`src/rtl/tt_um_accelshark_psg_pkg.sv`:
```
// Shared widths and helpers for the PSG voice and mixer blocks.
package tt_um_accelshark_psg_pkg;

    localparam int VOICE_W = 5;
    localparam int ATTEN_W = 2;

    // Ceiling log2 usable in constant expressions (clog2(1) = 0).
    function automatic int clog2(input int value);
        int result;
        int rest;
        result = 0;
        rest   = value - 1;
        while (rest > 0) begin
            result = result + 1;
            rest   = rest >> 1;
        end
        return result;
    endfunction

    // Width that holds the sum of `voices` signed voice contributions without overflow.
    function automatic int sum_width(input int voices);
        return VOICE_W + clog2(voices);
    endfunction

endpackage

```
`src/rtl/tt_um_accelshark_psg_mixer_if.sv`:
```
// Voice-side bus of the PSG stereo mixer: enable, packed voice contributions, attenuation, PDM outputs.
interface tt_um_accelshark_psg_mixer_if #(
    parameter int VOICES = 4
);

    logic                                               ena;
    logic [tt_um_accelshark_psg_pkg::VOICE_W*VOICES-1:0] mix_l;
    logic [tt_um_accelshark_psg_pkg::VOICE_W*VOICES-1:0] mix_r;
    logic [tt_um_accelshark_psg_pkg::ATTEN_W-1:0]        atten;
    logic                                               pdm_l;
    logic                                               pdm_r;
    logic                                               sample_tick;

    modport master (
        output ena, mix_l, mix_r, atten,
        input  pdm_l, pdm_r, sample_tick
    );

    modport slave (
        input  ena, mix_l, mix_r, atten,
        output pdm_l, pdm_r, sample_tick
    );

endinterface

```
`src/rtl/tt_um_accelshark_psg_sdm.sv`:
```
// First-order sigma-delta modulator: the accumulator carry is the PDM bit, density = level / 2^W.
module tt_um_accelshark_psg_sdm #(
    parameter int W = 7
) (
    input  logic         clk,
    input  logic         rst_n,
    input  logic         ena,
    input  logic [W-1:0] level,
    output logic         pdm
);

    logic [W-1:0] acc;
    logic [W:0]   total;

    assign total = {1'b0, acc} + {1'b0, level};

    // NOTE: state is updated with non-blocking assignments so every register samples pre-edge values.
    always_ff @(posedge clk or negedge rst_n) begin
        if (!rst_n) begin
            acc <= '0;
            pdm <= 1'b0;
        end else if (ena) begin
            acc <= total[W-1:0];
            pdm <= total[W];
        end
    end

endmodule

```
`src/rtl/tt_um_accelshark_psg_mixer.sv`:
```
// PSG stereo output stage: sample capture, per-channel voice sum, master attenuation, PDM output.
module tt_um_accelshark_psg_mixer
    import tt_um_accelshark_psg_pkg::*;
#(
    parameter int VOICES     = 4,
    parameter int SAMPLE_DIV = 16
) (
    input  logic                          clk,
    input  logic                          rst_n,
    tt_um_accelshark_psg_mixer_if.slave   bus
);

    localparam int SUM_W = sum_width(VOICES);
    localparam int CNT_W = clog2(SAMPLE_DIV);
    localparam int MIX_W = VOICE_W * VOICES;

    localparam logic [CNT_W-1:0] CNT_LAST = CNT_W'(SAMPLE_DIV - 1);
    localparam logic [SUM_W-1:0] MID      = {1'b1, {(SUM_W-1){1'b0}}};

    logic [CNT_W-1:0]       cnt;
    logic                   tick_q;
    logic                   sum_pend;
    logic [MIX_W-1:0]       cap_l;
    logic [MIX_W-1:0]       cap_r;
    logic [ATTEN_W-1:0]     cap_atten;
    logic signed [SUM_W-1:0] sum_l;
    logic signed [SUM_W-1:0] sum_r;
    logic signed [SUM_W-1:0] sum_next_l;
    logic signed [SUM_W-1:0] sum_next_r;
    logic signed [SUM_W-1:0] shift_l;
    logic signed [SUM_W-1:0] shift_r;
    logic [SUM_W-1:0]       level_l;
    logic [SUM_W-1:0]       level_r;
    logic [SUM_W-1:0]       level_next_l;
    logic [SUM_W-1:0]       level_next_r;

    // Sample counter and capture registers; captured values stay stable for a full sample period.
    always_ff @(posedge clk or negedge rst_n) begin
        if (!rst_n) begin
            cnt       <= '0;
            tick_q    <= 1'b0;
            // NOTE: capture registers are plain flops, so they are reset to give a known silent first sample.
            cap_l     <= '0;
            cap_r     <= '0;
            cap_atten <= '0;
        end else if (bus.ena) begin
            if (cnt == CNT_LAST) begin
                cnt       <= '0;
                tick_q    <= 1'b1;
                cap_l     <= bus.mix_l;
                cap_r     <= bus.mix_r;
                cap_atten <= bus.atten;
            end else begin
                cnt    <= cnt + CNT_W'(1);
                tick_q <= 1'b0;
            end
        end
    end

    // The tick flop holds while disabled so a pending sum is never lost; only the visible pulse is gated.
    assign bus.sample_tick = tick_q & bus.ena;

    // NOTE: every always_comb output gets a default first, so no path can infer a latch.
    always_comb begin
        sum_next_l = '0;
        sum_next_r = '0;
        for (int i = 0; i < VOICES; i++) begin
            sum_next_l = sum_next_l + {{(SUM_W-VOICE_W){cap_l[i*VOICE_W + VOICE_W-1]}},
                                       cap_l[i*VOICE_W +: VOICE_W]};
            sum_next_r = sum_next_r + {{(SUM_W-VOICE_W){cap_r[i*VOICE_W + VOICE_W-1]}},
                                       cap_r[i*VOICE_W +: VOICE_W]};
        end
    end

    // Attenuate, then offset the signed result to an unsigned level centred on MID.
    assign shift_l      = sum_l >>> cap_atten;
    assign shift_r      = sum_r >>> cap_atten;
    assign level_next_l = $unsigned(shift_l) + MID;
    assign level_next_r = $unsigned(shift_r) + MID;

    // Two-stage pipeline: sum on the edge after capture, level on the edge after that.
    always_ff @(posedge clk or negedge rst_n) begin
        if (!rst_n) begin
            sum_pend <= 1'b0;
            sum_l    <= '0;
            sum_r    <= '0;
            level_l  <= MID;
            level_r  <= MID;
        end else if (bus.ena) begin
            sum_pend <= tick_q;
            if (tick_q) begin
                sum_l <= sum_next_l;
                sum_r <= sum_next_r;
            end
            if (sum_pend) begin
                level_l <= level_next_l;
                level_r <= level_next_r;
            end
        end
    end

    tt_um_accelshark_psg_sdm #(
        .W (SUM_W)
    ) u_sdm_l (
        .clk   (clk),
        .rst_n (rst_n),
        .ena   (bus.ena),
        .level (level_l),
        .pdm   (bus.pdm_l)
    );

    tt_um_accelshark_psg_sdm #(
        .W (SUM_W)
    ) u_sdm_r (
        .clk   (clk),
        .rst_n (rst_n),
        .ena   (bus.ena),
        .level (level_r),
        .pdm   (bus.pdm_r)
    );

endmodule

```
`src/flat_wrapper.sv`:
```
// flat-port wrapper written by rule: the top's interface ports become plain ports
module tt_um_accelshark_psg_mixer_flat import tt_um_accelshark_psg_pkg::*;
#(
    parameter int VOICES     = 4,
    parameter int SAMPLE_DIV = 16
)
  (clk, rst_n, bus_ena, bus_mix_l, bus_mix_r, bus_atten, bus_pdm_l, bus_pdm_r, bus_sample_tick);
  tt_um_accelshark_psg_mixer_if #(.VOICES(VOICES)) bus_i ();
  input  logic clk;
  input  logic rst_n;
  input wire logic [$bits(bus_i.ena)-1:0] bus_ena;
  input wire logic [$bits(bus_i.mix_l)-1:0] bus_mix_l;
  input wire logic [$bits(bus_i.mix_r)-1:0] bus_mix_r;
  input wire logic [$bits(bus_i.atten)-1:0] bus_atten;
  output wire logic [$bits(bus_i.pdm_l)-1:0] bus_pdm_l;
  output wire logic [$bits(bus_i.pdm_r)-1:0] bus_pdm_r;
  output wire logic [$bits(bus_i.sample_tick)-1:0] bus_sample_tick;
  assign bus_i.ena = bus_ena;
  assign bus_i.mix_l = bus_mix_l;
  assign bus_i.mix_r = bus_mix_r;
  assign bus_i.atten = bus_atten;
  assign bus_pdm_l = bus_i.pdm_l;
  assign bus_pdm_r = bus_i.pdm_r;
  assign bus_sample_tick = bus_i.sample_tick;
  tt_um_accelshark_psg_mixer #(.VOICES(VOICES), .SAMPLE_DIV(SAMPLE_DIV)) u_core (.clk(clk), .rst_n(rst_n), .bus(bus_i));
endmodule
```
`config.mk`:
```
export PLATFORM = sky130hd
export DESIGN_NAME = tt_um_accelshark_psg_mixer_flat
export DESIGN_NICKNAME = d
export VERILOG_FILES = /design/src/rtl/tt_um_accelshark_psg_pkg.sv /design/src/rtl/tt_um_accelshark_psg_mixer_if.sv /design/src/rtl/tt_um_accelshark_psg_sdm.sv /design/src/rtl/tt_um_accelshark_psg_mixer.sv /design/src/flat_wrapper.sv
export SDC_FILE = /design/constraint.sdc
export NUM_CORES = 1
export LEC_CHECK = 0
export ABC_CLOCK_PERIOD_IN_PS = 5600
export BUFFER_PORTS_ARGS = -buffer_cell sky130_fd_sc_hd__buf_2
export CORE_ASPECT_RATIO = 1.5
export CORE_MARGIN = 4
export CORE_UTILIZATION = 55
export CTS_CLUSTER_DIAMETER = 120
export CTS_CLUSTER_SIZE = 14
export DETAILED_ROUTE_END_ITERATION = 6
export HOLD_SLACK_MARGIN = 0.03
export PLACE_DENSITY = 0.78
export SLEW_MARGIN = 10
export SYNTH_ARGS = -nofsm -noshare
export SYNTH_HDL_FRONTEND = slang
export SYNTH_SLANG_ARGS = --single-unit
```
`constraint.sdc`:
```
create_clock -name clk -period 5.6 [get_ports clk]
set_input_delay 0.28 -clock clk [delete_from_list [all_inputs] [get_ports clk]]
set_output_delay 0.28 -clock clk [all_outputs]
set_load 0.03 [all_outputs]
```
==> results of run 1 <==
-- through the flow --
| stage | instances | hold WS, ns | utilization | setup slack (ns) |
|---|---|---|---|---|
| after floorplan | 465 | -0.0156 | - | 2.58 |
| after global placement | 613 | 0.167 | 0.591 | 2.47 |
| after detailed placement | 613 | 0.174 | 0.591 | 2.36 |
| after CTS | 630 | 0.147 | 0.623 | 2.20 |
| after global routing | 630 | 0.146 | 0.623 | 2.00 |
| final | 630 | 0.149 | 0.623 | 2.22 |
-- state kept, by name, indices dropped and copies added, names as in the netlist --
signal,cells
u_core.sum_l,7
u_core.u_sdm_l.pdm,1
u_core.sum_pend,1
u_core.level_r,7
u_core.level_l,7
u_core.u_sdm_r.acc,7
u_core.cap_r,20
u_core.u_sdm_l.acc,7
u_core.cap_l,20
u_core.cnt,4
u_core.cap_atten,2
u_core.u_sdm_r.pdm,1
u_core.sum_r,7
u_core.tick_q,1
-- cell usage after synthesis (4+ instances only) --
cell      number  area share
a211o_1        5      0.0081
mux2i_1       10       0.019
xnor2_1        8       0.013
xor2_1         8       0.013
nor3_1         4      0.0037
o21a_1         9       0.013
a21o_1        10       0.014
mux2_2        60        0.13
nand4_1        4      0.0047
nor2_1        10      0.0070
buf_2         10      0.0093
a21oi_1       15       0.014
nor2b_1        6      0.0070
dfrtp_1       90        0.42
nand3_1        5      0.0047
inv_1         53       0.037
nand2_1       29       0.020
clkbuf_1       4      0.0028
fa_1          18       0.067
o31ai_1        9       0.013
ha_1          35       0.081
a211oi_1       5      0.0070
o21ai_0       23       0.021
-- per-layer routing --
metal  wire length [µm]  track usage  up-vias
met3                318       0.0305       17
met5                  0            0        -
met1               3930        0.227     1761
li1                   -            -     1731
met2               5210        0.336       69
met4                193       0.0721        0
-- kinds of logic after synthesis --
family / synth area share
multiplexers: 0.167
flip-flops: 0.428
AO/OA/AOI/OAI: 0.117
adder cells (fa/ha/maj): 0.148
XOR/XNOR: 0.0260
AND/OR/NAND/NOR: 0.0626
buffers and inverters: 0.0512
-- worst max-delay path by stage --
stage | from | to | slack [ns] | cells past startpoint
after floorplan | u_core.cap_l[0] | u_core.sum_l[6] | 2.58 | 12
after global placement | u_core.cap_l[0] | u_core.sum_l[6] | 2.47 | 12
after detailed placement | u_core.cap_l[0] | u_core.sum_l[6] | 2.36 | 12
after CTS | u_core.cap_l[0] | u_core.sum_l[6] | 2.20 | 12
after global routing | u_core.cap_l[0] | u_core.sum_l[6] | 2.00 | 12
final | u_core.cap_l[0] | u_core.sum_l[6] | 2.22 | 12
-- power by group --
| part | internal, µW | switching, µW | total, µW |
|---|---|---|---|
| logic | 1030 | 1130 | 2160 |
| clock network | 367 | 244 | 611 |
| registers | 940 | 212 | 1150 |
-- layout by cell type, fill, tap and decap left out, types with 3 or more instances in the layout --
cell,instances
ha_1,35
o211ai_1,3
nor2b_1,6
clkinv_2,4
a211o_1,5
a21oi_1,15
clkbuf_16,9
inv_1,53
dfrtp_1,90
fa_1,18
xnor2_1,8
nand4_1,4
nand2_1,29
nor2_1,10
a21o_1,10
xor2_1,8
nor3_1,4
o31ai_1,9
o21a_1,9
mux2i_1,10
a211oi_1,5
buf_2,46
o21ai_0,23
nand3_1,5
mux2_2,60
a2111oi_0,3
-- area by class of cell --
type / count / area share
clock buffer: 11 / 0.0421
inverter: 53 / 0.0331
multi-input combinational: 305 / 0.466
sequential: 92 / 0.384
timing repair buffer: 49 / 0.0425
clock inverter: 5 / 0.00833
tap: 115 / 0.0240
-- critical path: cells and delay by family, from the launching register on --
family | cells | cell delay [ns]
AOI/OAI and AO/OA | 6 | 1.16
xor gates and xnor gates | 1 | 0.26
adders and majority gates | 4 | 1.38
buffers and inverters | 1 | 0.08
DFF | 1 | 0.38
==> impl_metrics.toml, run 1 <==
[die]
row_count = 44
dieArea_um2 = 11500
die_x_um = 88.8
start_util = 0.558
die_y_um = 129
core_area_um2 = 9630
num_io_pins = 48

[min_path]
hold_end = "u_core.cap_r[12]"
hp-class = "in -> reg"
min_from = "bus_mix_r[12]"
holdPathStages = 2

[pwr]
total_power_uw = 3920
p_leak_uw = 0.00309
p_per_area_nw_per_um2 = 653
ir_drop_mv = 0.474

[worst_setup_path]
crit-reg2reg-capture = "u_core.sum_l[6]"
arrival_ns = 3.59
crit_chain = "ha_1 -> fa_1 -> a21o_1 -> a21oi_1 -> xor2_1 -> fa_1 -> inv_1 -> ha_1 -> o21a_1 -> a2111oi_0 -> a41o_1 -> o31ai_1"
critPathMaxFanout = 3
end_kind = "register"
worstRegToRegCells = 12
r2r_slack_ns = 2.22
required_ns = 5.80
cp_slowest_stage_delay_ns = 0.49
cpMaxStageDelayCell = "fa_1"
crit_path_start_kind = "register"
path_class = "reg -> reg"
r2r_start = "u_core.cap_l[0]"

[timing]
fmaxAchievable_mhz = 296
worst_pin_slew_ns = 0.895
finalSetupTns_ns = 0
post-route-period-util = 0.604
hold_violations = 0
post-route-min-period_ns = 3.38
rsz0062_at_grt = "no"
max_slew_margin = 0.403
drv_slew = 0
finalClockSkew_ns = 0.00699
setup_violations = 0

[yosys]
yosysWarnings = 0
async_flop_share = 1.00
syn_area_um2 = 5380
netlist_instances = 465
synth_edf_count = 0
yosysSeqAreaShare = 0.428
syn_area_per_cell_um2 = 11.6
syn_nets = 563
ys.flop_type = "dfrtp_1"
yosys.cell_types.count = 44
ys_ff_latch = 92

[clock_tree]
post_cts_buffers = 0
clkTransAtPathRegs_ns = 0.07
cts-root-buf = "clkbuf_16"
clk_path_buf_depth = 2
tritoncts = "done"
numClockSinks = 92
ctsResizeCount = 0
cts_buffers = 9
worstSkewPairLatency_ns = 0.34
htree_levels = 3
cts_hold_buf = 1

[route]
firstDrtPassIters = 4
remaining_drc_errors = 0
vias = 3578
drt_wl_total_mm = 9.65
drt-initial-drc-count = 138
ant_nets = 0
vias_per_cell = 5.68
wl_per_cell_um = 15.3

[status]
status = "finished clean"

[place]
placed_cell_area_um2 = 5690
gp_congestion = 0.836
port_buffers = 47
post-dp-hpwl_mm = 7.16

[final_layout]
drive_above_1_share = 0.258
seqCellArea_um2 = 2300
fillCellCount = 744
antenna_cells = 0
multi_input_area_um2 = 2800
area_delta_synth_final_pct = 11.6
final_nets = 608
fin_area_um2 = 6010

[global_routing]
grt.overflow.total = 0
first_global_vias = 3877
grt_pass1_wl_mm = 17.2
grt.total_usage = 0.189
grt_antenna_before_repair = 0
grt_max_degree = 73

[run]
maxCapViolCount = 0
No activity file was read; power rests on OpenSTA's default activity.
==> inputs of run 2 (changes only) <==
- ABC_AREA: unset -> 1
- ABC_CLOCK_PERIOD_IN_PS: 5600 -> 3500
- clock period: 5.6 -> 3.5 ns (I/O delays scaled with it)
==> run 2 against run 1 <==
- sequential share of layout area fell by 0.056 points
- first-iteration DRC count rose by 38%
- register-to-register slack got worse by 1.6 ns
- clock power rose by 60%
- final cell count rose by 31%
- global-route usage rose by 1.8 points
- routed wire length rose by 8.7%
- fmax rose by 16%
- core utilization rose by 1.9 points
- critical path depth rose by 1
- sequential power rose by 63%
- worst setup slack got worse by 1.6 ns
- critical endpoint is now u_core.sum_r[5]
==> impl_metrics.toml, run 2 <==
[status]
status = "finished clean"

[worst_setup_path]
path_class = "reg -> reg"
arrival_ns = 3.14
cp_slowest_stage_delay_ns = 0.51
crit_buf_inv = 2
required_ns = 3.72
crit_path_start_kind = "register"
end_kind = "register"
critPathMaxFanout = 3
path_delay_family = "adder cells"
crit_chain = "ha_1 -> fa_1 -> inv_1 -> fa_1 -> inv_1 -> ha_1 -> fa_1 -> nand2_1 -> nand2_1 -> nand2_1 -> nand3b_1 -> nand3_1 -> o21ai_0"
worstRegToRegCells = 13
worstSetupPathDepth = 13
cpMaxStageDelayCell = "fa_1"

[timing]
hold_violations = 0
drv_slew = 0
max_slew_margin = 0.410
worst_pin_slew_ns = 0.886
finalSetupTns_ns = 0
post-route-min-period_ns = 2.92
fin_ws_ns = 0.578
finalClockSkew_ns = 0.00950
setup_violations = 0
rsz0062_at_grt = "no"
post-route-period-util = 0.835
fmaxAchievable_mhz = 342

[place]
post-dp-hpwl_mm = 7.65
port_buffers = 47
place_ws_ns = 0.628
gp_congestion = 0.855
placed_cell_area_um2 = 5620

[clock_tree]
htree_levels = 3
numClockSinks = 92
worstSkewPairLatency_ns = 0.34
cts_buffers = 9
clkTransAtPathRegs_ns = 0.06
cts-root-buf = "clkbuf_16"
clk_path_buf_depth = 2
tritoncts = "done"

[final_layout]
final_common_cell = "nand2_1"
final_nets = 804
seqCellArea_um2 = 2300
fin_area_um2 = 6010
area_delta_synth_final_pct = 12.8
fillCellCount = 815
top_regs = "u_core.cap_l x20, u_core.cap_r x20"
antenna_cells = 0
multi_input_area_um2 = 2650
drive_above_1_share = 0.0985
final_cell_mix = "261 x nand2_1, 90 x dfrtp_1, 69 x inv_1, 46 x buf_2, 36 x nand3_1"

[pwr]
internal_power_uw = 3800
pwr-share-comb = 0.584
swShare = 0.446
p_per_area_nw_per_um2 = 1140
ir_drop_mv = 0.669
switchingPower_uw = 3050
clkPwrFrac = 0.143
seqPwrFrac = 0.273
p_leak_uw = 0.00329

[route]
ant_nets = 0
vias_per_cell = 5.27
vias = 4334
wl_met3_um = 321
drt_wl_total_mm = 10.5
remaining_drc_errors = 0
firstDrtPassIters = 4
drt-initial-drc-count = 190
wl_per_cell_um = 12.7
met1Wirelength_mm = 4.31
top_layer_used = "met4"
wl_met2_mm = 5.64

[die]
row_count = 43
start_util = 0.570
die_y_um = 129
core_area_um2 = 9360
dieArea_um2 = 11400
num_io_pins = 48
die_x_um = 88.4

[yosys]
synth.most_common_cell = "nand2_1"
synth_top_area_frac = 0.422
yosys.cell_types.count = 29
syn_nets = 753
yosysSeqAreaShare = 0.432
async_flop_share = 1.00
synth_top_cell_by_area = "dfrtp_1"
ys_ff_latch = 92
syn_area_um2 = 5330
netlist_top_cells_count = "261 x nand2_1, 90 x dfrtp_1, 69 x inv_1"
netlist_instances = 655
yosys-top-cells-area = "dfrtp_1 42%, nand2_1 18%, ha_1 8.2%, fa_1 6.8%, inv_1 4.9%"
synth_edf_count = 0
ys.flop_type = "dfrtp_1"
yosysWarnings = 0
syn_area_per_cell_um2 = 8.14

[min_path]
holdPathStages = 3
hp-class = "in -> reg"

[global_routing]
grt.total_usage = 0.207
grt_max_degree = 73
first_global_vias = 4477
grt_pass1_wl_mm = 18.8
grt_antenna_before_repair = 0
grt.overflow.total = 0

[run]
maxCapViolCount = 0
==> run 2: cell count changes after synthesis, moves of 10 or more <==
| cell | change |
|---|---|
| nand2_1 | +232 |
| nand3_1 | +31 |
| mux2_2 | -60 |
| mux2i_1 | -10 |
| inv_1 | +16 |
| a21o_1 | -10 |
| o21ai_1 | +18 |
==> run 2: cell families after synthesis <==
kind of cell | after synthesis | synth area share
AO/OA/AOI/OAI | 73 | 0.0732
AND/OR/NAND/NOR | 336 | 0.258
adder cells (fa/ha/maj) | 53 | 0.150
XOR/XNOR | 9 | 0.0148
flip-flops | 92 | 0.432
buffers and inverters | 92 | 0.0720
==> run 2: power by group through the flow <==
stage                     Combinational [µW]  Clock, µW  Sequential [µW]
after detailed placement                3970          0             1880
after CTS                               4020        993             1870
after global placement                  3710          0             1860
final                                   4000        978             1870
after global routing                    4740       1040             1930
after floorplan                         3200          0             1800
==> run 2: timing repair <==
| item | in CTS | in global routing |
|---|---|---|
| hold endpoints to repair | 79 | 0 |
| resized for setup | 0 | 0 |
| hold buffers | 10 | 0 |
| setup buffers | 0 | 0 |
==> run 2: worst paths after layout <==
check / slack [ns] / start / endpoint
min in group asynchronous: 0.50 / rst_n / u_core.u_sdm_l.acc[5]
worst min-delay path: 0.03 / bus_mix_r[4] / u_core.cap_r[4]
worst min register to register: 0.48 / u_core.sum_l[0] / u_core.sum_l[0]
max in group asynchronous: 2.11 / rst_n / u_core.level_r[6]
worst max-delay path: 0.58 / u_core.cap_r[0] / u_core.sum_r[5]
worst max register to register: 0.58 / u_core.cap_r[0] / u_core.sum_r[5]
==> run 2: cell type report <==
| cell class | instances | area share |
|---|---|---|
| Clock buffer | 15 | 0.0445 |
| Tap cell | 112 | 0.0233 |
| Inverter | 73 | 0.0456 |
| Sequential cell | 92 | 0.383 |
| Multi-Input combinational cell | 471 | 0.440 |
| Timing Repair Buffer | 59 | 0.0587 |
| Clock inverter | 1 | 0.00499 |
==> run 2: per-layer routing <==
metal,vias up,global-route usage
li1,2176,-
met2,80,0.377
met4,0,0.0916
met1,2058,0.238
met5,-,0
met3,20,0.0263
==> run 2: worst reg2reg max path: stages (launching register included) <==
cell	delay, ns
dfrtp_1	0.39
ha_1	0.24
fa_1	0.51
inv_1	0.06
fa_1	0.48
inv_1	0.04
ha_1	0.22
fa_1	0.40
nand2_1	0.10
nand2_1	0.05
nand2_1	0.07
nand3b_1	0.08
nand3_1	0.08
o21ai_0	0.08
==> run 2: metrics by stage <==
stage                      util  hold WS (ns)  cells  power (µW)
after floorplan               -        -0.121    655        5000
after detailed placement  0.600         0.360    797        5860
after CTS                 0.642        0.0320    823        6880
after global routing      0.642        0.0391    823        7710
after global placement    0.600         0.347    797        5570
final                     0.642        0.0323    823        6850
==> inputs of run 3 (changes only) <==
- ABC_AREA: 1 -> 0
- ABC_CLOCK_PERIOD_IN_PS: 3500 -> 2650
- CORE_UTILIZATION: 55 -> 54
- PLACE_DENSITY: 0.78 -> 0.79
- clock period: 3.5 -> 2.65 ns (I/O delays scaled with it)
==> run 3 against run 2 <==
- the flow now finishes with violations (setup timing)
- flip-flop and latch count is the same
- routed wire length is 15% higher
- fmax is 2.6% lower
- register-to-register slack lost 0.93 ns
- die area rose by 2.5%
- critical path type unchanged
==> impl_metrics.toml, run 3 (same netlist as run 1, synthesis figures left out) <==
[global_routing]
grt.overflow.total = 0
grt_max_degree = 75
grt.total_usage = 0.214
first_global_vias = 4281
grt_pass1_wl_mm = 19.2
grt_antenna_before_repair = 0

[min_path]
hp-class = "in -> reg"
holdPathStages = 2
min_from = "bus_mix_l[12]"
hold_end = "u_core.cap_l[12]"

[clock_tree]
worstSkewPairLatency_ns = 0.35
clk_path_buf_depth = 2
htree_levels = 3
tritoncts = "done"
cts_buffers = 9
numClockSinks = 92
clkTransAtPathRegs_ns = 0.06
cts-root-buf = "clkbuf_16"

[run]
maxCapViolCount = 0

[place]
placed_cell_area_um2 = 5930
port_buffers = 47
dp.cells = 636
post-dp-hpwl_mm = 7.49
gp_congestion = 0.791

[die]
die_x_um = 89.5
core_area_um2 = 9690
dieArea_um2 = 11700
die_y_um = 130
row_count = 44
start_util = 0.555
num_io_pins = 48

[pwr]
ir_drop_mv = 0.917
p_per_area_nw_per_um2 = 1510
p_leak_uw = 0.00339
total_power_uw = 10200

[worst_setup_path]
end_kind = "register"
crit-reg2reg-capture = "u_core.sum_l[6]"
critPathMaxFanout = 2
arrival_ns = 3.23
cp-startpoint = "u_core.cap_l[5]"
worstRegToRegCells = 12
r2r_slack_ns = -0.35
crit_path_start_kind = "register"
required_ns = 2.88
r2r_start = "u_core.cap_l[5]"
path_class = "reg -> reg"

[final_layout]
multi_input_area_um2 = 2950
antenna_cells = 0
area_delta_synth_final_pct = 25.6
drive_above_1_share = 0.334
final_nets = 673
top_regs = "u_core.cap_l x20, u_core.cap_r x20"
fin_util = 0.697
fin_cells = 695
seqCellArea_um2 = 2300
final_cell_mix = "90 x dfrtp_1, 60 x mux2_2, 48 x inv_1, 46 x buf_2, 37 x dlygate4sd3_1"
fin_area_um2 = 6760
fillCellCount = 630
final_common_cell = "dfrtp_1"

[timing]
max_slew_margin = 0.370
post-route-min-period_ns = 3.00
hold_slack_ns = 0.0362
rsz0062_at_grt = "yes"
hold_violations = 0
fin_ws_ns = -0.350
worst_pin_slew_ns = 0.945
setup_violations = 9
fmaxAchievable_mhz = 333
finalClockSkew_ns = 0.00604
post-route-period-util = 1.13
drv_slew = 0

[status]
status = "complete, but fails checks"
violations = "setup timing"

[route]
drt-initial-drc-count = 160
drt_wl_total_mm = 12.1
wl_per_cell_um = 17.4
vias = 3927
remaining_drc_errors = 0
firstDrtPassIters = 4
vias_per_cell = 5.65
ant_nets = 0
-- run 3: timing repair --
action                                 in CTS  in global routing
setup buffers                               2                  4
setup endpoints to repair                   9                 10
endpoints found under the hold margin     106                  0
gates resized for setup                    17                  5
pin swaps                                  13                  2
hold buffers                               37                  0
-- run 3: routing by layer --
layer	track usage	vias up	share of wire
met5	0	-	0
met4	0.0938	0	0.024
met3	0.0322	21	0.024
met2	0.394	70	0.57
met1	0.238	1977	0.39
li1	-	1859	-
-- run 3: layout make-up --
| class | instances | area share |
|---|---|---|
| clock buffer | 12 | 0.0380 |
| inverter | 53 | 0.0294 |
| multi-input combinational | 305 | 0.437 |
| sequential | 92 | 0.341 |
| clock inverter | 4 | 0.00704 |
| timing repair buffer | 114 | 0.126 |
| tap | 115 | 0.0213 |
-- run 3: stage by stage --
stage	setup TNS (ns)	setup WS, ns
floorplan	-0.386	-0.179
global placement	-0.897	-0.246
detailed placement	-1.55	-0.381
CTS	-1.31	-0.314
global route	-2.74	-0.453
finish	-1.96	-0.350
-- run 3: power breakdown --
part | switching [µW] | internal, µW
sequential | 482 | 1990
clock | 532 | 779
combinational | 3130 | 3300
-- run 3: worst max-delay path by stage --
stage          slack, ns               to
2_1_floorplan      -0.18  u_core.sum_l[6]
3_3_place_gp       -0.25  u_core.sum_l[6]
3_5_place_dp       -0.38  u_core.sum_l[6]
4_1_cts            -0.31  u_core.sum_l[6]
5_1_grt            -0.45  u_core.sum_l[6]
6_report           -0.35  u_core.sum_l[6]
-- run 3: critical path, stage by stage (launching register included) --
cell and delay (ns):
dfrtp_1 0.39, ha_2 0.21, fa_2 0.36, a21o_1 0.20, a21oi_2 0.16, xor2_1 0.21
fa_1 0.46, inv_2 0.09, ha_4 0.20, o21a_4 0.12, a2111oi_4 0.28, a41o_1 0.15
o31ai_1 0.06
